File: config.mk
export PLATFORM = sky130hd
export DESIGN_NAME = branch_target_buffer
export DESIGN_NICKNAME = d
export VERILOG_FILES = /design/src/rtl/branch_target_buffer_pkg.sv /design/src/rtl/branch_target_buffer_sat_counter.sv /design/src/rtl/branch_target_buffer.sv
export SDC_FILE = /design/constraint.sdc
export NUM_CORES = 2
export LEC_CHECK = 0
export ABC_CLOCK_PERIOD_IN_PS = 35700
export BUFFER_PORTS_ARGS = -buffer_cell sky130_fd_sc_hd__buf_2
export CAP_MARGIN = 20
export CORE_ASPECT_RATIO = 1.25
export CORE_MARGIN = 4
export CORE_UTILIZATION = 57
export CTS_BUF_LIST = sky130_fd_sc_hd__clkbuf_2
export DETAILED_ROUTE_END_ITERATION = 6
export GPL_TIMING_DRIVEN = 0
export PLACE_DENSITY_LB_ADDON = 0.3
export SLEW_MARGIN = 40
export SYNTH_ARGS = -nofsm -noshare
export SYNTH_HDL_FRONTEND = slang
export SYNTH_SLANG_ARGS = --single-unit
File: constraint.sdc
create_clock -name clk -period 35.7 [get_ports clk]
set_input_delay 3.57 -clock clk [delete_from_list [all_inputs] [get_ports clk]]
set_output_delay 3.57 -clock clk [all_outputs]
set_load 0.02 [all_outputs]
File: src/rtl/branch_target_buffer_pkg.sv
// Shared constants and helpers for the branch target buffer: address split
// widths and the saturating-counter encoding.
package branch_target_buffer_pkg;

  localparam int XLEN_DEFAULT = 32;

  localparam logic [3:0] CTR_SAT_MIN = 4'd0;

  // Counter encodings are returned 4 bits wide (the widest legal counter)
  // and sliced down by the user.
  function automatic logic [3:0] ctr_sat_max(input int bits);
    return 4'((1 << bits) - 1);
  endfunction

  function automatic logic [3:0] ctr_weak_taken(input int bits);
    return 4'(1 << (bits - 1));
  endfunction

  function automatic int idx_bits(input int entries);
    return $clog2(entries);
  endfunction

  function automatic int tag_bits(input int xlen, input int entries);
    return xlen - $clog2(entries) - 2;
  endfunction

endpackage

File: src/rtl/branch_target_buffer_sat_counter.sv
// Next-value function of a W-bit up/down saturating counter.
module sat_counter_update
  import branch_target_buffer_pkg::*;
#(
  parameter int W = 2
) (
  input  logic [W-1:0] ctr_i,
  input  logic         inc_i,
  output logic [W-1:0] ctr_o
);

  localparam logic [3:0]   MAX4 = ctr_sat_max(W);
  localparam logic [3:0]   MIN4 = CTR_SAT_MIN;
  localparam logic [W-1:0] MAX  = MAX4[W-1:0];
  localparam logic [W-1:0] MIN  = MIN4[W-1:0];

  always_comb begin
    ctr_o = ctr_i;
    if (inc_i) begin
      if (ctr_i != MAX) ctr_o = ctr_i + 1'b1;
    end else begin
      if (ctr_i != MIN) ctr_o = ctr_i - 1'b1;
    end
  end

endmodule

File: src/rtl/branch_target_buffer.sv
// Direct-mapped, flop-based branch target buffer with zero-latency lookup,
// resolve-stage mispredict detection and lookup/mispredict counters.
module branch_target_buffer
  import branch_target_buffer_pkg::*;
#(
  parameter int XLEN     = XLEN_DEFAULT,
  parameter int ENTRIES  = 16,
  parameter int CTR_BITS = 2
) (
  input  logic            clk,
  input  logic            reset,
  input  logic            hold,
  input  logic            flush_all,
  input  logic            lookup_valid,
  input  logic [XLEN-1:0] lookup_pc,
  output logic            pred_hit,
  output logic            pred_taken,
  output logic [XLEN-1:0] pred_target,
  input  logic            upd_valid,
  input  logic [XLEN-1:0] upd_pc,
  input  logic [XLEN-1:0] upd_target,
  input  logic [XLEN-1:0] upd_pred_target,
  input  logic            upd_taken,
  input  logic            upd_pred_taken,
  output logic            mispredict,
  output logic [XLEN-1:0] redirect_pc,
  output logic [31:0]     lookup_cnt,
  output logic [31:0]     mispredict_cnt
);

  localparam int IDX  = idx_bits(ENTRIES);
  localparam int TAGW = tag_bits(XLEN, ENTRIES);
  localparam logic [3:0]          WEAK4    = ctr_weak_taken(CTR_BITS);
  localparam logic [CTR_BITS-1:0] CTR_WEAK = WEAK4[CTR_BITS-1:0];

  logic [ENTRIES-1:0]  valid_q, valid_d;
  logic [TAGW-1:0]     tag_q    [ENTRIES];
  logic [TAGW-1:0]     tag_d    [ENTRIES];
  logic [XLEN-1:0]     target_q [ENTRIES];
  logic [XLEN-1:0]     target_d [ENTRIES];
  logic [CTR_BITS-1:0] ctr_q    [ENTRIES];
  logic [CTR_BITS-1:0] ctr_d    [ENTRIES];
  logic                first_q, first_d;
  logic [31:0]         lookup_cnt_q, lookup_cnt_d;
  logic [31:0]         mispredict_cnt_q, mispredict_cnt_d;

  logic [IDX-1:0]      lk_idx, upd_idx;
  logic [TAGW-1:0]     lk_tag, upd_tag;
  logic                upd_hit, upd_en;
  logic [CTR_BITS-1:0] ctr_next;

  assign lk_idx  = lookup_pc[IDX+1:2];
  assign lk_tag  = lookup_pc[XLEN-1:IDX+2];
  assign upd_idx = upd_pc[IDX+1:2];
  assign upd_tag = upd_pc[XLEN-1:IDX+2];

  // Lookup reads the current (pre-update) table contents; no write bypass.
  assign pred_hit    = lookup_valid & valid_q[lk_idx] & (tag_q[lk_idx] == lk_tag);
  assign pred_taken  = pred_hit & ctr_q[lk_idx][CTR_BITS-1];
  assign pred_target = pred_taken ? target_q[lk_idx] : lookup_pc + XLEN'(4);

  assign mispredict  = upd_valid & ((upd_taken != upd_pred_taken) |
                                    (upd_taken & (upd_target != upd_pred_target)));
  assign redirect_pc = upd_taken ? upd_target : upd_pc + XLEN'(4);

  assign upd_hit = valid_q[upd_idx] & (tag_q[upd_idx] == upd_tag);
  // first_q drops the update that lands on the edge right after reset release.
  assign upd_en  = upd_valid & ~hold & ~flush_all & ~first_q;

  sat_counter_update #(.W(CTR_BITS)) u_sat_counter (
    .ctr_i (ctr_q[upd_idx]),
    .inc_i (upd_taken),
    .ctr_o (ctr_next)
  );

  always_comb begin
    valid_d          = valid_q;
    tag_d            = tag_q;
    target_d         = target_q;
    ctr_d            = ctr_q;
    first_d          = 1'b0;
    lookup_cnt_d     = lookup_cnt_q + 32'(lookup_valid & ~hold);
    mispredict_cnt_d = mispredict_cnt_q + 32'(mispredict & ~hold);
    if (flush_all) begin
      valid_d = '0;
    end else if (upd_en) begin
      if (upd_hit) begin
        ctr_d[upd_idx] = ctr_next;
        if (upd_taken) target_d[upd_idx] = upd_target;
      end else if (upd_taken) begin
        valid_d[upd_idx]  = 1'b1;
        tag_d[upd_idx]    = upd_tag;
        target_d[upd_idx] = upd_target;
        ctr_d[upd_idx]    = CTR_WEAK;
      end
    end
  end

  always_ff @(posedge clk or posedge reset) begin
    if (reset) begin
      valid_q          <= '0;
      first_q          <= 1'b1;
      lookup_cnt_q     <= '0;
      mispredict_cnt_q <= '0;
      for (int i = 0; i < ENTRIES; i++) begin
        tag_q[i]    <= '0;
        target_q[i] <= '0;
        ctr_q[i]    <= '0;
      end
    end else begin
      valid_q          <= valid_d;
      first_q          <= first_d;
      lookup_cnt_q     <= lookup_cnt_d;
      mispredict_cnt_q <= mispredict_cnt_d;
      tag_q            <= tag_d;
      target_q         <= target_d;
      ctr_q            <= ctr_d;
    end
  end

  assign lookup_cnt     = lookup_cnt_q;
  assign mispredict_cnt = mispredict_cnt_q;

endmodule
==> metrics.sh <==
HOLD_CLASS='flop to flop'
PLACED_AREA_UM2=57900
CRITICAL_PATH.MAX_STAGE_DELAY_NS=0.71
YS_SEQ_ELEMENTS=1041
GP_ROUTABILITY_CONGESTION=1.07
DP_HPWL_MM=146
SYN-INSTANCE-COUNT=3843
FINAL_LAYOUT_SIZE_SUFFIX_GT1_FRAC=0.476
CTS.CLK_SLEW.WORST_PATHS_NS=0.06
CLOCK_SKEWS_NS=0.177
VDD.IR_DROP.WORST_uV=28.9
WORSTPATHREQUIRED_NS=32.13
TOTAL_LEAKAGE_POWER_nW=28.9
WORST_MAX_SLEW_MARGIN_EXPRESSED_RELATIVE_TO_THE_LIMIT=0.209
FINAL_NETS=4505
FMAX_MHz=72.8
WORSTMARGINPINSLEW_NS=1.19
CLOCKBUFFERDEPTH=4
POWER_PER_CELL_AREA_nW_PER_UM2=40.3
ROUTED_VIAS=38900
STATUS='finished clean'
DP.CELLS=5355
WORST_PATH_CLASS_SETUP='input port to output port'
CLOCK_SINKS=1041
WORST_SETUP_PATH_START_KIND='input port'
CRITICAL_PATH.STARTPOINT='lookup_pc[2]'
CTS_ROOT_BUF='sky130_fd_sc_hd__clkbuf_2'
STDCELL_COUNT=5797
CRIT_CHAIN='buf_2, buf_2, buf_2, buf_2, buf_2, buf_2, mux2i_1, nor2_1, o21ai_0, nand3_1, a21oi_1, nand4_1, clkbuf_1, mux2i_1, buf_2'
WL_PER_CELL_UM=34.7
POWER.SWITCHING_FRACTION=0.311
COUNT_OF_ENDPOINTS_FAILING_SETUP_IN_THE_FINAL_REPORT=0
MOSTFREQUENTLAYOUTCELL='sky130_fd_sc_hd__dfrtp_1'
DRT.ANTENNA.VIOLATING_NETS=0
SYNTHESIS.AREA_UM2=54600
WORST_PATH_MAX_DELAY_CELL='sky130_fd_sc_hd__buf_2'
WORSTHOLDSTART='mispredict_cnt[31]'
WORSTSETUPENDPOINTTYPE='output port'
ROUTED_WIRE_LENGTH_MM=201
CTS_BUFFERS=281
MIN_PERIOD_OVER_PERIOD=0.385
DESIGN.DIE.AREA_UM2=101000
SWITCHINGPOWER_mW=0.754
CRITICAL-PATH-TOP-CELL-BY-COUNT='sky130_fd_sc_hd__buf_2'
CLOCK_TREE_FROM_TRITONCTS='built'
GR-USAGE-ALL-LAYERS=0.399
GR-TOTAL-OVERFLOW=0
REGAREA_UM2=26100
COMB_POWER_SHARE=0.146
DIE_WD_UM=285
MIN_PERIOD_NS=13.75
SEQ_AREA_FRAC_SYNTH=0.477
SYNTHFLOPTYPE='sky130_fd_sc_hd__dfrtp_1'
SYNTHARSTFLOPSHARE=1.00
ANTENNA_FOUND_INITIAL=11
CLOCK_POWER_SHARE=0.327
TIMING.HOLD.WS_NS=0.469
VIAS_PER_CELL=6.72
DR.PASS1.ITERS=6
CTS-HOLD-FIX-BUFFERS=0
POWER.INTERNAL_mW=1.67
LAYOUT_OVERHEAD_ON_THE_SYNTHESIZED_AREA_PCT=9.99
FINAL.FILL_COUNT=7338
FLOORPLAN.ROWS=126
CTS.REPAIR.RESIZED=0
CLOCK_LATENCY_NS=1.69
SYNTH.AVG_CELL_AREA_UM2=14.2
SYNTH_ENABLE_FLOP_CELLS=0
GRT_MAX_DEGREE=82
RSZ_0062_RAISED_AFTER_GLOBAL_ROUTING='false'
WORSTPATHMAXFANOUT=10
VIAS_IN_THE_FIRST_GLOBAL_ROUTE=40300
CRITICAL-PATH-TOP-DELAY-FAMILY='buffers and inverters'
TIMING_MAX_TRANSITION_VIOLATIONS_FINAL=0
FLOORPLAN.DIE.HEIGHT_UM=354
MULTIINPUTGATEAREA_UM2=26700
PLACEABLE_AREA_UM2=94700
GRT_PASS1_WL_MM=284
START_UTIL=0.576
CRITICAL_PATH_ARRIVAL_NS=10.18
TIMING.SETUP.TNS_NS=0
POST_CTS.REPAIR.SETUP_BUFFERS=0
IO_BUFFERS=212
YOSYSWARNINGS=0
POWER_FRAC_SEQ=0.527
REPORT.FINAL.HOLD_VIOL_COUNT=0
TIMING.CRITICAL_PATH.BUF_INV=8
MAPPEDNETLISTNETS=3988
DR.FIRST_ITER.DRC_COUNT=4484
CRIT-REG2REG-LAUNCH='tag_q[321]'
PIN_COUNT=267
YOSYS.CELL_TYPES.COUNT=81
MAXCAPVIOLCOUNT=0
REMAINING_DRC_ERRORS=0
H_TREE_LVLS=5
FINAL_CELL_MIX='1040 x sky130_fd_sc_hd__dfrtp_1, 951 x sky130_fd_sc_hd__mux2_2, 413 x sky130_fd_sc_hd__clkbuf_2, 338 x sky130_fd_sc_hd__mux4_2, 300 x sky130_fd_sc_hd__buf_2'
FINAL_CELL_AREA_UM2=60100
## layer usage
metal	wire length [um]	part of all wire	vias to the layer above	global-route usage
met5	10	0.000050	-	0
met2	91800	0.46	2511	0.615
li1	-	-	15500	-
met1	71300	0.35	20200	0.483
met4	17500	0.087	2	0.291
met3	20500	0.10	712	0.112
## path summary, 6_finish.rpt
path / end / slack, ns / cells past startpoint
min in group asynchronous: target_q[481] / 1.90 / 2
max: pred_target[2] / 21.95 / 15
max reg2reg: tag_q[131] / 31.02 / 11
max in group asynchronous: mispredict_cnt[5] / 31.48 / 7
min reg2reg: mispredict_cnt[31] / 0.47 / 1
min: mispredict_cnt[31] / 0.47 / 1
## power groups by stage
stage	Sequential, mW	Clock, mW	Combinational [mW]
2_1_floorplan	1.29	0	0.207
3_3_place_gp	1.30	0	0.335
3_5_place_dp	1.30	0	0.346
4_1_cts	1.27	0.800	0.347
5_1_grt	1.28	0.862	0.366
6_report	1.28	0.792	0.354
## worst register-to-register path, cell delays in order (launching register included)
cell and delay (ns):
sky130_fd_sc_hd__dfrtp_1 0.42, sky130_fd_sc_hd__mux4_1 0.50, sky130_fd_sc_hd__mux2i_1 0.49, sky130_fd_sc_hd__o21ai_0 0.26, sky130_fd_sc_hd__or4b_1 0.59, sky130_fd_sc_hd__a2111oi_2 0.48
sky130_fd_sc_hd__nor4b_2 0.37, sky130_fd_sc_hd__buf_6 0.24, sky130_fd_sc_hd__buf_12 0.19, sky130_fd_sc_hd__a31oi_4 0.30, sky130_fd_sc_hd__buf_6 0.30, sky130_fd_sc_hd__mux2_2 0.29
## area by class of cell
| type | instances | share of cell area |
|---|---|---|
| Antenna cell | 9 | 0.000375 |
| Buffer | 367 | 0.0308 |
| Clock buffer | 379 | 0.0316 |
| Clock inverter | 52 | 0.00417 |
| Inverter | 43 | 0.00281 |
| Multi-Input combinational cell | 2392 | 0.444 |
| Sequential cell | 1041 | 0.434 |
| Tap cell | 1280 | 0.0267 |
| Timing Repair Buffer | 234 | 0.0256 |
## synth_stat cells, drive strengths merged (46+ instances only)
cell,instances,area share
dfrtp,1040,0.48
mux2,972,0.20
mux4,349,0.14
clkbuf,213,0.015
nand2,165,0.011
buf,154,0.018
xnor2,144,0.023
mux2i,143,0.026
xor2,77,0.012
nor2,64,0.0044
nand3,54,0.0049
o21ai,46,0.0042
## cell families (layout without fill, tap and decap cells)
| logic type | after synthesis | in the layout | share of synthesized area |
|---|---|---|---|
| compound gates | 263 | 263 | 0.0384 |
| xor+xnor | 221 | 221 | 0.0354 |
| fa+ha+maj | 10 | 10 | 0.00225 |
| buf+inv | 410 | 1075 | 0.0355 |
| flops | 1041 | 1041 | 0.477 |
| mux | 1464 | 1464 | 0.373 |
| other cells | 1 | 10 | 0.0000687 |
| simple gates | 433 | 433 | 0.0385 |
## through the flow
step	util	power (mW)	setup slack, ns
2_1_floorplan	-	1.50	2.83
3_3_place_gp	0.604	1.63	-8.47
3_5_place_dp	0.611	1.64	22.34
4_1_cts	0.633	2.42	22.35
5_1_grt	0.634	2.51	22.07
6_report	0.634	2.42	21.95
## registers in the layout, indices dropped and copies added (netlist names)
name / flops
target_q: 512
tag_q: 416
ctr_q: 32
lookup_cnt: 32
mispredict_cnt: 32
valid_q: 16
first_q: 1
No activity file was read; power rests on OpenSTA's default activity.
